<file path="src/rtl/pattern_serial_loader.sv">
// Serial programming master for a pattern buffer: shifts one frame of field bytes out MSB-first
// on sclk/sin while reassembling the previous buffer contents returned on sout.
module pattern_serial_loader #(
  parameter int buffer_size  = 12,
  parameter int buffer_width = 8,
  parameter int clk_div      = 2
) (
  input  logic                    clk,
  input  logic                    rst_n,
  input  logic                    cmd_valid,
  output logic                    cmd_ready,
  input  logic [2:0]              cmd_addr,
  input  logic [buffer_width-1:0] byte_in,
  input  logic                    byte_valid,
  output logic                    byte_ready,
  input  logic                    abort,
  output logic                    sclk,
  output logic                    ssel,
  output logic [2:0]              saddr,
  output logic                    sin,
  input  logic                    sout,
  output logic [buffer_width-1:0] rd_byte,
  output logic                    rd_valid,
  output logic                    busy,
  output logic                    done
);
  localparam int W  = buffer_width;
  localparam int BW = (buffer_size > 1) ? $clog2(buffer_size) : 1;
  localparam int FW = $clog2(buffer_size + 1);
  localparam int TW = (buffer_width > 1) ? $clog2(buffer_width) : 1;
  localparam int DW = (clk_div > 1) ? $clog2(clk_div) : 1;
  localparam logic [BW-1:0] LAST_BYTE = BW'(buffer_size - 1);
  localparam logic [TW-1:0] LAST_BIT  = TW'(buffer_width - 1);
  localparam logic [DW-1:0] LAST_DIV  = DW'(clk_div - 1);
  localparam logic [FW-1:0] N_BYTES   = FW'(buffer_size);

  typedef enum logic [2:0] {IDLE, WAIT_BYTE, LOW, HIGH, HOLD} state_t;

  state_t         state_q, state_d;
  logic [BW-1:0]  byte_q, byte_d;
  logic [TW-1:0]  bit_q, bit_d;
  logic [DW-1:0]  div_q, div_d;
  logic [FW-1:0]  fetch_q, fetch_d;
  logic           hold_full_q, hold_full_d;
  logic [W-1:0]   hold_q, hold_d;
  logic [W-1:0]   shift_q, shift_d;
  logic [W-1:0]   rb_q, rb_d;
  logic           sclk_q, sclk_d, ssel_q, ssel_d, sin_q, sin_d;
  logic [2:0]     saddr_q, saddr_d;
  logic           cmd_ready_q, cmd_ready_d, byte_ready_q, byte_ready_d;
  logic [W-1:0]   rd_byte_q, rd_byte_d;
  logic           rd_valid_q, rd_valid_d, busy_q, busy_d, done_q, done_d;

  always_comb begin
    state_d      = state_q;
    byte_d       = byte_q;
    bit_d        = bit_q;
    div_d        = div_q;
    fetch_d      = fetch_q;
    hold_full_d  = hold_full_q;
    hold_d       = hold_q;
    shift_d      = shift_q;
    rb_d         = rb_q;
    sclk_d       = sclk_q;
    ssel_d       = ssel_q;
    sin_d        = sin_q;
    saddr_d      = saddr_q;
    cmd_ready_d  = cmd_ready_q;
    rd_byte_d    = rd_byte_q;
    rd_valid_d   = 1'b0;
    busy_d       = busy_q;
    done_d       = 1'b0;

    if (byte_valid && byte_ready_q) begin
      hold_d      = byte_in;
      hold_full_d = 1'b1;
      fetch_d     = fetch_q + FW'(1);
    end

    case (state_q)
      IDLE: begin
        if (cmd_valid && cmd_ready_q) begin
          state_d     = WAIT_BYTE;
          ssel_d      = 1'b1;
          saddr_d     = cmd_addr;
          busy_d      = 1'b1;
          cmd_ready_d = 1'b0;
          byte_d      = '0;
          bit_d       = '0;
          div_d       = '0;
          fetch_d     = '0;
          hold_full_d = 1'b0;
        end
      end
      WAIT_BYTE: begin
        sclk_d = 1'b0;
        if (hold_full_q) begin
          shift_d     = hold_q;
          sin_d       = hold_q[W-1];
          hold_full_d = 1'b0;
          bit_d       = '0;
          div_d       = '0;
          state_d     = LOW;
        end
      end
      LOW: begin
        if (div_q == LAST_DIV) begin
          div_d   = '0;
          sclk_d  = 1'b1;
          state_d = HIGH;
          // Returned bit is sampled on the rising-edge cycle, before the chain shifts.
          rb_d    = {rb_q[W-2:0], sout};
          if (bit_q == LAST_BIT) begin
            rd_byte_d  = {rb_q[W-2:0], sout};
            rd_valid_d = 1'b1;
          end
        end else begin
          div_d = div_q + DW'(1);
        end
      end
      HIGH: begin
        if (div_q == LAST_DIV) begin
          div_d  = '0;
          sclk_d = 1'b0;
          if (bit_q != LAST_BIT) begin
            bit_d   = bit_q + TW'(1);
            shift_d = {shift_q[W-2:0], 1'b0};
            sin_d   = shift_q[W-2];
            state_d = LOW;
          end else if (byte_q != LAST_BYTE) begin
            byte_d = byte_q + BW'(1);
            bit_d  = '0;
            if (hold_full_q) begin
              shift_d     = hold_q;
              sin_d       = hold_q[W-1];
              hold_full_d = 1'b0;
              state_d     = LOW;
            end else begin
              state_d = WAIT_BYTE;
            end
          end else begin
            state_d = HOLD;
          end
        end else begin
          div_d = div_q + DW'(1);
        end
      end
      HOLD: begin
        sclk_d = 1'b0;
        if (div_q == LAST_DIV) begin
          div_d       = '0;
          ssel_d      = 1'b0;
          done_d      = 1'b1;
          busy_d      = 1'b0;
          cmd_ready_d = 1'b1;
          state_d     = IDLE;
        end else begin
          div_d = div_q + DW'(1);
        end
      end
      default: state_d = IDLE;
    endcase

    // Abort drops the frame without a done pulse and discards any partial readback.
    if (abort && (state_q != IDLE)) begin
      state_d     = IDLE;
      ssel_d      = 1'b0;
      sclk_d      = 1'b0;
      sin_d       = 1'b0;
      busy_d      = 1'b0;
      cmd_ready_d = 1'b1;
      hold_full_d = 1'b0;
      rb_d        = '0;
      rd_valid_d  = 1'b0;
      done_d      = 1'b0;
    end

    byte_ready_d = (state_d != IDLE) && !hold_full_d && (fetch_d < N_BYTES);
  end

  always_ff @(posedge clk) begin
    if (!rst_n) begin
      state_q      <= IDLE;
      byte_q       <= '0;
      bit_q        <= '0;
      div_q        <= '0;
      fetch_q      <= '0;
      hold_full_q  <= 1'b0;
      sclk_q       <= 1'b0;
      ssel_q       <= 1'b0;
      sin_q        <= 1'b0;
      saddr_q      <= '0;
      cmd_ready_q  <= 1'b1;
      byte_ready_q <= 1'b0;
      rd_byte_q    <= '0;
      rd_valid_q   <= 1'b0;
      busy_q       <= 1'b0;
      done_q       <= 1'b0;
    end else begin
      state_q      <= state_d;
      byte_q       <= byte_d;
      bit_q        <= bit_d;
      div_q        <= div_d;
      fetch_q      <= fetch_d;
      hold_full_q  <= hold_full_d;
      sclk_q       <= sclk_d;
      ssel_q       <= ssel_d;
      sin_q        <= sin_d;
      saddr_q      <= saddr_d;
      cmd_ready_q  <= cmd_ready_d;
      byte_ready_q <= byte_ready_d;
      rd_byte_q    <= rd_byte_d;
      rd_valid_q   <= rd_valid_d;
      busy_q       <= busy_d;
      done_q       <= done_d;
    end
  end

  always_ff @(posedge clk) begin
    hold_q  <= hold_d;
    shift_q <= shift_d;
    rb_q    <= rb_d;
  end

  assign cmd_ready  = cmd_ready_q;
  assign byte_ready = byte_ready_q;
  assign sclk       = sclk_q;
  assign ssel       = ssel_q;
  assign saddr      = saddr_q;
  assign sin        = sin_q;
  assign rd_byte    = rd_byte_q;
  assign rd_valid   = rd_valid_q;
  assign busy       = busy_q;
  assign done       = done_q;
endmodule

</file>
<file path="config.mk">
export PLATFORM = sky130hd
export DESIGN_NAME = pattern_serial_loader
export DESIGN_NICKNAME = d
export VERILOG_FILES = /design/src/rtl/pattern_serial_loader.sv
export SDC_FILE = /design/constraint.sdc
export NUM_CORES = 1
export LEC_CHECK = 0
export ABC_AREA = 1
export BUFFER_PORTS_ARGS = -buffer_cell sky130_fd_sc_hd__buf_2
export CAP_MARGIN = 20
export CELL_PAD_IN_SITES_DETAIL_PLACEMENT = 2
export CELL_PAD_IN_SITES_GLOBAL_PLACEMENT = 2
export CORE_MARGIN = 10
export CORE_UTILIZATION = 37
export CTS_BUF_LIST = sky130_fd_sc_hd__clkbuf_4 sky130_fd_sc_hd__clkbuf_8
export CTS_CLUSTER_SIZE = 40
export DETAILED_ROUTE_END_ITERATION = 6
export MAX_ROUTING_LAYER = met4
export PLACE_DENSITY_LB_ADDON = 0.1
export SLEW_MARGIN = 20
export SYNTH_ARGS = -nofsm -noshare
export SYNTH_HDL_FRONTEND = slang
export SYNTH_SLANG_ARGS = --single-unit
</file>
<file path="constraint.sdc">
create_clock -name clk -period 4.1 [get_ports clk]
set_input_delay 0.205 -clock clk [delete_from_list [all_inputs] [get_ports clk]]
set_output_delay 0.205 -clock clk [all_outputs]
set_load 0.1 [all_outputs]
</file>
# == Word level (Yosys, flattened, before mapping) ==
# Index checks and enable logic that the tools add are counted.
# word_totals
out_inout_bits,19
ff_bits,57
inputBits,17
elab_cells,125
# classes
add_sub_neg,4
n_mux,54
bitwise,4
magnitude_cmp,1
n_reduce_logical,29
eq_ne,15
# ops
operator,count
$mux 3,13
$mux 8,4
$mux 4,7
$mux 1,19
$pmux 8 s2,1
$pmux 3 s5,1
$reduce_and 3->1,5
$reduce_bool 3->1,5
$ne 2x2->1 const B,7
$reduce_and 5->1,2
$pmux 1 s3,3
$pmux 3 s3,1
$add 4x1->4 const B,2
$pmux 4 s2,1
$eq 3x2->1 const B,2
$eq 3x3->1 const B,2
$ne 3x3->1 const B,2
$pmux 1 s2,3
$reduce_bool 2->1,3
$reduce_or 3->1,2
$logic_and 1x1->1,5
$lt 4x4->1 const B,1
$ne 4x4->1 const B,1
$not 1->1,4
9 further kinds,11

# == Longest topological paths before layout ==
# depth
depth_word,11
mapped_depth,11
ltp_nobuf,11

# == Worst setup path before layout ==
# No wires, ideal clock.
# synth_path
kind,reg2reg
start,register byte_ready_q (netlist: byte_ready)
end,register byte_ready_q (netlist: byte_ready)
n_path_buf,0
t_arrival_ns,1.853
setup_ns,0.111
setup_slack_ns,2.136
path_stages_with_launch,10
required_ns,3.989
period_less_slack_ns,1.964
cell_sequence,dfxtp_1 > nand2_1 > inv_1 > nand2_1 > nand2_1 > nand3_1 > nor2_1 > nor2_1 > nand2_1 > nor2_1
# synth_between
elab_chain_len,11
elab_cells_between_ends,16
cone_classes,order compare: 1; mux: 11; reduce/logical: 4
# synth_lines
item,line,rtl
start: declaration,50,"logic cmd_ready_q, cmd_ready_d, byte_ready_q, byte_ready_d;"
start signal: assignment,211,byte_ready_q <= byte_ready_d;
$logic_and 1x1->1 *,74,if (byte_valid && byte_ready_q) begin
$mux 1,74,
$mux 1,"97, 133",
$mux 1,130,end else if (byte_q != LAST_BYTE) begin
$mux 1,125,if (bit_q != LAST_BIT) begin
$mux 1,122,if (div_q == LAST_DIV) begin
$pmux 1 s3,80,case (state_q)
$mux 1,165,if (abort && (state_q != IDLE)) begin
$logic_not 1->1,178,byte_ready_d = (state_d != IDLE) && !hold_full_d && (fetch_d < N_BYTES);
$logic_and 1x1->1,178,
$logic_and 1x1->1 *,178,
# Mark *: on every way between the ends. The rest lies on a longest branch, timed or not.
# A chain may end at the register's enable or synchronous reset.

# == Worst setup path in the final report ==
# layout_path
start,register state_q[0]
end,register shift_q[1] (enable)
# layout_between
elab_chain_len,3
elab_cells_between_ends,6
cone_classes,eq/ne: 4; reduce/logical: 2
# layout_lines
item,line,rtl
start: declaration,39,"state_t state_q, state_d;"
start signal: assignment,200,state_q <= state_d;
$eq 3x2->1 / $eq 3x1->1 (equally long branches),80,
$ne 3x3->1 (no source line) (tied with other cells),n/a,
$reduce_and 3->1 (no source line) *,n/a,
end signal: assignment,221,shift_q <= shift_d;
end: declaration,46,"logic [W-1:0] shift_q, shift_d;"
# Marks and branches as above.

==> run_results.csv <==
group,metric,value,unit
power_and_ir_drop,ir_worst_vdd,0.198,mV
outcome,status,"finished, final reports clean",
placement,dp_hpwl,5170,um
flow_run,maxCapViolCount,0,
logic_synthesis,synthDominantCellAreaShare,0.328,
clock_tree,cts.sinks,56,
logic_synthesis,syn_area,0.00250,mm^2
sta,holdWs,66.4,ps
die,start_util,0.387,
global_route,grt_max_degree,19,
power_and_ir_drop,p_per_area,421,mW/mm^2
routing,drt_iter0_drc,67,
global_route,overflow,0,
global_route,grt_pass1_wl,11800,um
logic_synthesis,synth.most_common_cell,"nand2_1",
cells_and_area,final_cells,418,
logic_synthesis,synthCells,308,
placement,placed_area,0.00271,mm^2
clock_tree,cts_root_buf,"clkbuf_8",
clock_tree,cts_tree,"yes",
clock_tree,clock_path_buffers,2,
critical_path,critPathArrivalTime,1860,ps
die,row_count,29,
logic_synthesis,seq_area_frac_synth,0.509,
sta,slew_viol_final,0,
clock_tree,clock_latency,310,ps
global_route,grt_pass1_vias,2427,
logic_synthesis,syn_nets,330,
sta,finalCritPeriodShare,0.462,
logic_synthesis,synth_edf_count,15,
sta,relSlewSlack,0.574,
routing,wire_per_inst,16.6,um
logic_synthesis,synth.ff_latch_count,56,
clock_tree,cts_resized,0,
logic_synthesis,synth_area_leaders,"dfxtp_1, edfxtp_1, nand2_1, nor2_1, inv_1",
cells_and_area,syn2layout_area_growth,12.3,%
hold_path,holdPathStages,1,
die,core,0.00646,mm^2
sta,report.final.hold_viol_count,0,
die,die_h,102,um
clock_tree,clk_pin_slew,90,ps
routing,wirelength,6950,um
critical_path,reg2reg_depth,5,
routing,drt-vias-per-instance,5.16,
die,fp.dieW,102,um
sta,skew,5.75,ps
sta,fmax,527,MHz
hold_path,hold_class,"input pin to flip-flop",
clock_tree,post_cts.repair.setup_buffers,0,
logic_synthesis,syn-mean-instance-area,8.12,um^2
die,io_pins,36,
sta,tightest_slew,634,ps
critical_path,end_kind,"flip-flop",
sta,fin_setup_tns,0,ps
cells_and_area,drive_gt1_frac,0.182,
global_route,gr-usage-all-layers,0.144,
logic_synthesis,yosys.area.top_type,"dfxtp_1",
logic_synthesis,yosys-top-cells-count,"nand2_1, nor2_1, dfxtp_1",
placement,place_congestion,0.811,
placement,port_buffers,35,
sta,rsz0062_at_grt,"no",
logic_synthesis,synthFlopType,"dfxtp_1",
cells_and_area,fin_area,0.00281,mm^2
power_and_ir_drop,power_leakage,1.20,nW
sta,setup_viol_count_final,0,
logic_synthesis,async_flop_share,0,
routing,drc,0,
clock_tree,cts_inserted_buffers,5,
routing,first_pass_iters,3,
critical_path,path_class,"flip-flop to flip-flop",
clock_tree,hold_buffers,0,
cells_and_area,antennaDiodeCount,0,
die,die_area,0.0104,mm^2
critical_path,start_kind,"flip-flop",
clock_tree,h-tree-depth,2,
cells_and_area,final_net_count,362,
placement,place_inst,410,
routing,antenna_left,0,
logic_synthesis,yosysUniqueCellTypes,34,
critical_path,cp_max_fo,13,
routing,vias,2155,
sta,finalCriticalPeriod,1900,ps
global_route,antenna_found_initial,0,
logic_synthesis,yosysWarnings,0,
critical_path,crit_required,4070,ps
==> worst paths after layout <==
check | slack, ps | endpoint | startpoint
setup / recovery | 2200 | shift_q[1] | state_q[0]
hold / removal | 70 | hold_q[0] | byte_in[0]
setup reg to reg | 2200 | shift_q[1] | state_q[0]
hold reg to reg | 460 | saddr[1] | saddr[1]
==> sequential cells by signal (all words and copies together) (netlist names) <==
name	count
hold_q	8
rd_byte	8
rb_q	7
shift_q	7
byte_q	4
fetch_q	4
bit_q	3
saddr	3
state_q	3
busy	1
byte_ready	1
cmd_ready	1
div_q	1
done	1
hold_full_q	1
rd_valid	1
sclk	1
sin	1
==> through the flow <==
stage	util	total power [W]	setup WS (ps)
4_1_cts	0.435	0.00119	2140
6_report	0.435	0.00118	2200
2_1_floorplan	-	0.000813	2140
3_5_place_dp	0.420	0.000869	2210
3_3_place_gp	0.420	0.000861	2220
5_1_grt	0.435	0.00124	2010
==> power breakdown <==
part	internal, W	switching (W)	leakage (nW)
clock	0.000144	0.000179	0.0479
sequential	0.000605	0.0000256	0.471
combinational	0.0000526	0.000174	0.679
==> critical path, stage by stage, from the launching register on <==
cell and delay (ps):
dfxtp_1 520, nand2_2 100, nor2_4 290, nand2_1 140, nand2_2 100, o21a_1 390
==> metal layers <==
layer / wire, um / GRT usage
met1: 3200 / 0.166
met4: 61 / 0.0336
met3: 136 / 0.0256
met5: 0 / -
met2: 3550 / 0.255
==> cell type report <==
class,count,area [um^2]
clock buffer,7,90.1
clock inverter,1,7.51
fill,765,3650
inverter,32,120
multi-input combinational,210,1050
sequential,56,1270
tap,77,96.3
timing repair buffer,35,175
==> cell families (layout without fill, tap and decap cells) <==
| kind of cell | after synthesis | after routing | share of synthesized area |
|---|---|---|---|
| AOI/OAI and AO/OA | 57 | 57 | 0.132 |
| and+or+nand+nor | 146 | 146 | 0.255 |
| buffers and inverters | 42 | 75 | 0.0726 |
| DFF | 56 | 56 | 0.509 |
| xor gates and xnor gates | 2 | 2 | 0.00701 |
| adders and majority gates | 5 | 5 | 0.0250 |
==> placed cells by master (no fill, tap or decap), types with 6 or more instances in the layout <==
cell / instances
nand2_2: 8
a31oi_1: 6
a21oi_1: 21
nand3_1: 13
dfxtp_1: 41
nand2_1: 68
buf_2: 35
nor2_1: 45
o21ai_0: 18
clkbuf_8: 6
inv_1: 29
edfxtp_1: 15
Note: power is estimated with default switching activity, not from simulation.
